File: src/rtl/counter_burst_sequencer_pkg.sv
// Shared definitions for the burst sequencer: default sizes, state encoding and
// the gap-timer width helper.
package counter_burst_sequencer_pkg;

    localparam int unsigned DefWidth = 4;
    localparam int unsigned DefRepW  = 4;
    localparam int unsigned DefGap   = 2;

    localparam logic [2:0] StIdle  = 3'd0;
    localparam logic [2:0] StClear = 3'd1;
    localparam logic [2:0] StRun   = 3'd2;
    localparam logic [2:0] StGap   = 3'd3;
    localparam logic [2:0] StDone  = 3'd4;

    // A zero-cycle gap still needs a 1-bit timer so that no vector collapses to zero width.
    function automatic int unsigned timer_width(input int unsigned gap);
        return (gap > 0) ? $clog2(gap + 1) : 1;
    endfunction

endpackage

File: src/rtl/counter_burst_gap_timer.sv
// Inter-burst gap timer: loads GAP-1, counts down to zero and flags zero.
module counter_burst_gap_timer
    import counter_burst_sequencer_pkg::*;
#(
    parameter int unsigned GAP = DefGap
) (
    input  logic clk_i,
    input  logic rst_ni,
    input  logic load_i,
    input  logic dec_i,
    output logic zero_o
);

    localparam int unsigned TW = timer_width(GAP);
    localparam logic [TW-1:0] LoadVal = TW'((GAP > 0) ? GAP - 1 : 0);

    logic [TW-1:0] timer_d, timer_q;

    always_comb begin
        timer_d = timer_q;
        if (load_i) begin
            timer_d = LoadVal;
        end else if (dec_i && (timer_q != '0)) begin
            timer_d = timer_q - 1'b1;
        end
    end

    always_ff @(posedge clk_i) begin
        if (!rst_ni) begin
            timer_q <= '0;
        end else begin
            timer_q <= timer_d;
        end
    end

    assign zero_o = (timer_q == '0);

endmodule

File: src/rtl/counter_burst_sequencer.sv
// Drives an external enable counter through a number of clear/count-to-target bursts
// separated by a fixed idle gap.
module counter_burst_sequencer
    import counter_burst_sequencer_pkg::*;
#(
    parameter int unsigned WIDTH = DefWidth,
    parameter int unsigned REP_W = DefRepW,
    parameter int unsigned GAP   = DefGap
) (
    input  logic             clock,
    input  logic             reset,
    input  logic             start_valid,
    output logic             start_ready,
    input  logic [WIDTH-1:0] target,
    input  logic [REP_W-1:0] repeat_cnt,
    input  logic             abort,
    input  logic [WIDTH-1:0] ctr_value,
    output logic             ctr_reset,
    output logic             ctr_enable,
    output logic             busy,
    output logic             burst_done,
    output logic             all_done,
    output logic [REP_W-1:0] bursts_left
);

    logic [2:0]       state_d, state_q;
    logic [REP_W-1:0] bursts_left_d, bursts_left_q;
    logic [WIDTH-1:0] target_d, target_q;
    logic             timer_load, timer_dec, timer_zero;
    logic             hit;

    assign hit = (ctr_value == target_q);

    always_comb begin
        state_d       = state_q;
        bursts_left_d = bursts_left_q;
        target_d      = target_q;
        timer_load    = 1'b0;
        timer_dec     = 1'b0;
        case (state_q)
            StIdle: begin
                if (start_valid) begin
                    target_d      = target;
                    bursts_left_d = repeat_cnt;
                    state_d       = (repeat_cnt == '0) ? StDone : StClear;
                end
            end
            StClear: state_d = StRun;
            StRun: begin
                if (hit) begin
                    bursts_left_d = bursts_left_q - 1'b1;
                    if (bursts_left_q == REP_W'(1)) begin
                        state_d = StDone;
                    end else if (GAP == 0) begin
                        state_d = StClear;
                    end else begin
                        timer_load = 1'b1;
                        state_d    = StGap;
                    end
                end
            end
            StGap: begin
                if (timer_zero) begin
                    state_d = StClear;
                end else begin
                    timer_dec = 1'b1;
                end
            end
            StDone:  state_d = StIdle;
            default: state_d = StIdle;
        endcase

        // Abort wins over everything once a command is in flight; the counter is left as is.
        if (abort && (state_q != StIdle)) begin
            state_d       = StIdle;
            bursts_left_d = '0;
            timer_load    = 1'b0;
            timer_dec     = 1'b0;
        end
    end

    always_ff @(posedge clock) begin
        if (!reset) begin
            state_q       <= StIdle;
            bursts_left_q <= '0;
            target_q      <= '0;
        end else begin
            state_q       <= state_d;
            bursts_left_q <= bursts_left_d;
            target_q      <= target_d;
        end
    end

    counter_burst_gap_timer #(
        .GAP (GAP)
    ) u_gap_timer (
        .clk_i  (clock),
        .rst_ni (reset),
        .load_i (timer_load),
        .dec_i  (timer_dec),
        .zero_o (timer_zero)
    );

    // Enable is Mealy on the live counter value so counting stops exactly at target.
    assign start_ready = (state_q == StIdle);
    assign busy        = reset && (state_q != StIdle);
    assign ctr_reset   = (state_q == StClear) || !reset;
    assign ctr_enable  = reset && (state_q == StRun) && !hit && !abort;
    assign burst_done  = reset && (state_q == StRun) && hit && !abort;
    assign all_done    = reset && (state_q == StDone) && !abort;
    assign bursts_left = bursts_left_q;

endmodule

File: config.mk
export PLATFORM = sky130hd
export DESIGN_NAME = counter_burst_sequencer
export DESIGN_NICKNAME = d
export VERILOG_FILES = /design/src/rtl/counter_burst_sequencer_pkg.sv /design/src/rtl/counter_burst_gap_timer.sv /design/src/rtl/counter_burst_sequencer.sv
export SDC_FILE = /design/constraint.sdc
export NUM_CORES = 1
export LEC_CHECK = 0
export BUFFER_PORTS_ARGS = -buffer_cell sky130_fd_sc_hd__buf_4
export CORE_UTILIZATION = 45
export CTS_CLUSTER_DIAMETER = 50
export CTS_CLUSTER_SIZE = 12
export DETAILED_ROUTE_END_ITERATION = 8
export GPL_TIMING_DRIVEN = 0
export HOLD_SLACK_MARGIN = 0.12
export PLACE_DENSITY = 0.74
export SLEW_MARGIN = 10
export SYNTH_ARGS = -nofsm -noshare
export SYNTH_HDL_FRONTEND = slang
export SYNTH_SLANG_ARGS = --single-unit
File: constraint.sdc
create_clock -name clock -period 1.5 [get_ports clock]
set_input_delay 0.15 -clock clock [delete_from_list [all_inputs] [get_ports clock]]
set_output_delay 0.15 -clock clock [all_outputs]
set_load 0.1 [all_outputs]
==> results.yml, run 1 <==
run_status:
  status: "finished, violations left"
  violations: "setup timing"
detailed_routing:
  firstDrtPassIters: 5
  post_drt_via_cell_ratio: 5.78
  drc: 0
  vias: 1041
  detail-route-antenna-nets: 0
  wl_um: 3270
  drtIter0Drc: 31
  post_drt_wl_per_cell_um: 18.2
placed_design:
  gp_congestion: 0.762
  place_area_um2: 1170
  io_buffers: 24
  dp_cells: 158
  dp.final_hpwl_um: 1590
sta:
  period_share: 1.15
  finalClockSkew_ns: 0.00197
  tightest_slew_ns: 0.382
  rsz0062_at_grt: "true"
  setup_tns_ns: -0.930
  layout_setup_ws_ns: -0.219
  hold_viol: 0
  max_freq_ghz: 0.582
  slew_viol_final: 0
  min_period_ns: 1.72
  setup_viol: 16
  max-slew-margin-rel: 0.743
  hold_ws_ns: 0.124
synth:
  seq_area_frac_synth: 0.298
  ys.flop_type: "dfxtp_1"
  synth_top_area_frac: 0.298
  synth_nets: 128
  synth_edf_count: 0
  synthTopCellsByArea: "dfxtp_1 30%, nor2_1 6.9%, mux2i_1 5.7%"
  synth.cell_area_um2: 873
  synth_cell_types: 40
  synth-seq-cells: 13
  yosysWarnings: 0
  yosys.area.top_type: "dfxtp_1"
  synthCells: 109
  synthArstFlopShare: 0
  syn_avg_cell_area_um2: 8.01
worst_setup_path:
  worstPathMaxFanout: 8
  reg2reg_from: "state_q[2]$_SDFFE_PP0P_"
  critPathCaptureType: "flop"
  reg2reg_to: "state_q[0]$_SDFFE_PP0P_"
  reg2reg_setup_slack_ns: -0.22
  startpoint: "state_q[2]$_SDFFE_PP0P_"
  worstPathArrival_ns: 1.90
  critPathKind: "reg -> reg"
  start_kind: "flop"
  critPathRequiredTime_ns: 1.68
  worstRegToRegCells: 5
  crit_end: "state_q[0]$_SDFFE_PP0P_"
cts:
  cts_tree: "done"
  clkTransAtPathRegs_ns: 0.09
  clock_path_buffers: 2
  numCtsBuffers: 3
  clock_latency_ns: 0.28
  ctsRootBufferMaster: "clkbuf_4"
  htree_num_levels: 1
  cts_sinks: 13
die:
  placementRows: 15
  start_util: 0.495
  die_h_um: 46.1
  die_area_um2: 2120
  core_region_area_um2: 1760
  die_width_um: 46.1
  io_pins: 26
grt:
  grt_usage: 0.269
  gr-total-overflow: 0
  grt_pass1_vias: 918
  grt_max_degree: 11
  antenna_found_initial: 0
  grt_first_pass_wirelength_um: 3980
min_path:
  hold_path.class: "in -> reg"
finish:
  area_delta_synth_final_pct: 75.9
  antennaDiodeCount: 0
  drive_above_1_share: 0.523
  stdcell_count: 180
  fin_area_um2: 1540
  nNetsFinal: 175
pwr:
  powerDensity_nw_per_um2: 1070
  leakagePower_nw: 0.646
  finalPower_mw: 1.65
  peakVddDrop_v: 0.000962
flow_run:
  maxCapViolations: 0
==> cell usage after synthesis, types with 3 or more instances <==
cell type / n
nor2_1: 16
dfxtp_1: 13
a21oi_1: 6
nand2_1: 6
inv_1: 5
mux2i_1: 5
nand2b_1: 5
nor3_1: 5
nand3_1: 4
xnor2_1: 4
ha_1: 3
o21ai_0: 3
==> report_power, final <==
| group | internal (mW) | leakage, nW | total (mW) | switching [mW] |
|---|---|---|---|---|
| Clock | 0.103 | 0.0150 | 0.230 | 0.127 |
| Combinational | 0.376 | 0.520 | 0.973 | 0.597 |
| Sequential | 0.391 | 0.111 | 0.442 | 0.0513 |
==> metrics by stage <==
| stage | utilization | worst slack, ns |
|---|---|---|
| 6_report | 0.871 | -0.219 |
| 5_1_grt | 0.871 | -0.275 |
| 4_1_cts | 0.816 | -0.0381 |
| 3_5_place_dp | 0.663 | -0.227 |
| 3_3_place_gp | 0.663 | -0.216 |
| 2_1_floorplan | - | -0.507 |
==> worst max-delay path, cell delays in order, from the launching register on <==
cell	delay, ns
dfxtp_2	0.34
buf_6	0.14
nor3_4	0.37
and2_4	0.31
o221ai_1	0.21
nor3_1	0.25
==> registers in the layout, indices dropped and copies added, names as in the netlist <==
name	flops
state_q	3
u_gap_timer.timer_q	2
target_q	4
bursts_left	4
==> area by class of cell <==
class	count	area, um2
plain buffers	4	56.3
clock buffers	4	26.3
fillers	108	228
inverters	5	18.8
multi-input cells	85	734
flip-flops and latches	13	279
well taps	25	31.3
repair buffers	44	390
==> how the worst min path moves through the flow <==
stage	startpoint	endpoint	slack (ns)	depth (start not counted)
after global placement	target[1]	target_q[1]$_SDFFE_PN0P_	0.39	3
final	target[2]	target_q[2]$_SDFFE_PN0P_	0.12	3
after global routing	target[2]	target_q[2]$_SDFFE_PN0P_	0.17	3
after CTS	target[2]	target_q[2]$_SDFFE_PN0P_	0.14	3
after floorplan	target[0]	target_q[0]$_SDFFE_PN0P_	0.30	2
after detailed placement	target[0]	target_q[0]$_SDFFE_PN0P_	0.40	3
==> placed cells by master (no fill, tap or decap), types with 3 or more instances in the layout <==
master and count:
nand3_1 4, nor2_4 3, a21oi_1 6, dfxtp_1 4, buf_4 31, clkbuf_4 3, mux2i_1 5, ha_1 3
nand2_1 3, dlygate4sd3_1 3, inv_1 5, dfxtp_2 6, dfxtp_4 3, nor2_1 12, nand2b_1 5, xnor2_2 4
nor3_1 3, buf_6 7
==> layer usage <==
layer | vias to the layer above | share of wire | routed length (um) | track usage
met5 | - | 0 | 0 | 0
met4 | 0 | 0.030 | 98 | 0.159
met3 | 11 | 0.053 | 174 | 0.0275
met2 | 53 | 0.51 | 1660 | 0.456
met1 | 490 | 0.41 | 1330 | 0.326
li1 | 487 | - | - | -
==> cells by family (layout without fill, tap and decap cells) <==
| family | count (synthesis) | count (layout) | synth area share |
|---|---|---|---|
| buf+inv | 11 | 57 | 0.0587 |
| compound gates | 23 | 23 | 0.183 |
| simple gates | 49 | 49 | 0.307 |
| flops | 13 | 13 | 0.298 |
| fa+ha+maj | 3 | 3 | 0.0430 |
| mux | 6 | 6 | 0.0702 |
| xor+xnor | 4 | 4 | 0.0401 |
==> what timing repair did <==
action / CTS / global route
gates resized for setup: 31 / 15
hold endpoints to repair: 3 / 0
hold buffers: 3 / 0
endpoints found under the setup margin: 6 / 16
buffers inserted: 11 / 5
gates cloned: 0 / 1
pin swaps: 13 / 10
No activity file was read; power rests on OpenSTA's default activity.
==> inputs of run 2 (changes only) <==
- CTS_BUF_LIST: unset -> sky130_fd_sc_hd__clkbuf_4
==> run 2 against run 1 <==
The run still ends with setup timing left. Worst setup slack improved by 0.096 ns. Sequential power about the same. First-iteration DRC count decreased by 13%. Non-clock buffer count decreased by 2. Highest routed layer unchanged.
==> results.yml, run 2 (same netlist as run 1, synthesis figures left out) <==
run_status:
  status: "finished, violations left"
  violations: "setup timing"
flow_run:
  maxCapViolations: 0
grt:
  gr-total-overflow: 0
  grt_pass1_vias: 917
  grt_max_degree: 11
  grt_usage: 0.266
  antenna_found_initial: 0
  grt_first_pass_wirelength_um: 3970
detailed_routing:
  vias: 985
  drtIter0Drc: 27
  wl_um: 2720
  drc: 0
  firstDrtPassIters: 4
  detail-route-antenna-nets: 0
  post_drt_via_cell_ratio: 5.53
  post_drt_wl_per_cell_um: 15.3
finish:
  stdcell_count: 178
  most-common-layout-cells: "31 x buf_4, 12 x nor2_1, 7 x buf_6"
  antennaDiodeCount: 0
  drive_above_1_share: 0.510
  fin_area_um2: 1500
  nNetsFinal: 173
  finish.utilization: 0.852
  n_fill_cell: 113
  area_delta_synth_final_pct: 72.2
  final_common_cell: "buf_4"
placed_design:
  place_area_um2: 1170
  pre_cts_slack_ns: -0.227
  dp_cells: 158
  gp_congestion: 0.762
  io_buffers: 24
  dp.final_hpwl_um: 1590
cts:
  cts_tree: "done"
  cts_sinks: 13
  ctsRootBufferMaster: "clkbuf_4"
  clock_latency_ns: 0.29
  clkTransAtPathRegs_ns: 0.09
  htree_num_levels: 1
  clock_path_buffers: 2
  numCtsBuffers: 3
sta:
  max-slew-margin-rel: 0.767
  max_freq_ghz: 0.616
  hold_ws_ns: 0.116
  period_share: 1.08
  rsz0062_at_grt: "true"
  layout_setup_ws_ns: -0.123
  setup_viol: 5
  setup_tns_ns: -0.299
  hold_viol: 0
  min_period_ns: 1.62
  slew_viol_final: 0
  finalClockSkew_ns: 0.00871
  tightest_slew_ns: 0.346
die:
  placementRows: 15
  die_area_um2: 2120
  start_util: 0.495
  die_width_um: 46.1
  core_region_area_um2: 1760
  die_h_um: 46.1
  io_pins: 26
min_path:
  hold_path.class: "in -> reg"
pwr:
  leakagePower_nw: 0.634
  powerDensity_nw_per_um2: 1070
  peakVddDrop_v: 0.000904
  finalPower_mw: 1.61
worst_setup_path:
  critPathCaptureType: "output port"
  worstPathArrival_ns: 1.47
  critPathRequiredTime_ns: 1.35
  worstPathMaxFanout: 3
  start_kind: "flop"
  critPathKind: "reg -> out"
run 2: changes by cell type in the layout (fill, tap and decap cells not counted), sizes merged:
cell  change
buf       -2
run 2: report_power, final:
group / leakage [nW] / switching, mW / internal (mW)
clock network: 0.0184 / 0.131 / 0.122
logic: 0.505 / 0.559 / 0.362
registers: 0.110 / 0.0505 / 0.391
total: 0.634 / 0.740 / 0.874
run 2: per-layer routing:
metal	wire length [um]	global-route usage
met4	42	0.129
met3	103	0.0353
met1	1210	0.326
met2	1360	0.454
met5	0	0
run 2: final timing paths:
| check | slack, ns | depth (start not counted) | start | to |
|---|---|---|---|---|
| setup / recovery | -0.12 | 5 | target_q[2]$_SDFFE_PN0P_ | burst_done |
| hold / removal | 0.12 | 3 | target[2] | target_q[2]$_SDFFE_PN0P_ |
| setup reg to reg | -0.05 | 5 | state_q[0]$_SDFFE_PP0P_ | bursts_left[3]$_SDFFE_PP0P_ |
| hold reg to reg | 0.49 | 2 | u_gap_timer.timer_q[1]$_SDFFE_PP0P_ | u_gap_timer.timer_q[1]$_SDFFE_PP0P_ |
run 2: layout make-up:
type | count | area (um2) | area share
timing repair buffer | 41 | 359 | 0.239
buffer | 5 | 67.6 | 0.0449
multi-input combinational | 85 | 719 | 0.478
inverter | 5 | 18.8 | 0.0125
tap | 25 | 31.3 | 0.0208
sequential | 13 | 278 | 0.185
clock buffer | 4 | 30.0 | 0.0200
run 2: worst max-delay path: stages, from the launching register on:
cell     delay, ns
dfxtp_2       0.34
xnor2_2       0.16
nand4_1       0.16
buf_6         0.17
nor3_4        0.15
buf_12        0.20
run 2: timing repair:
action | in CTS | in global routing
setup buffers | 11 | 3
endpoints found under the setup margin | 6 | 16
hold buffers | 3 | 0
hold endpoints to repair | 3 | 0
pin swaps | 13 | 1
gates resized for setup | 31 | 9
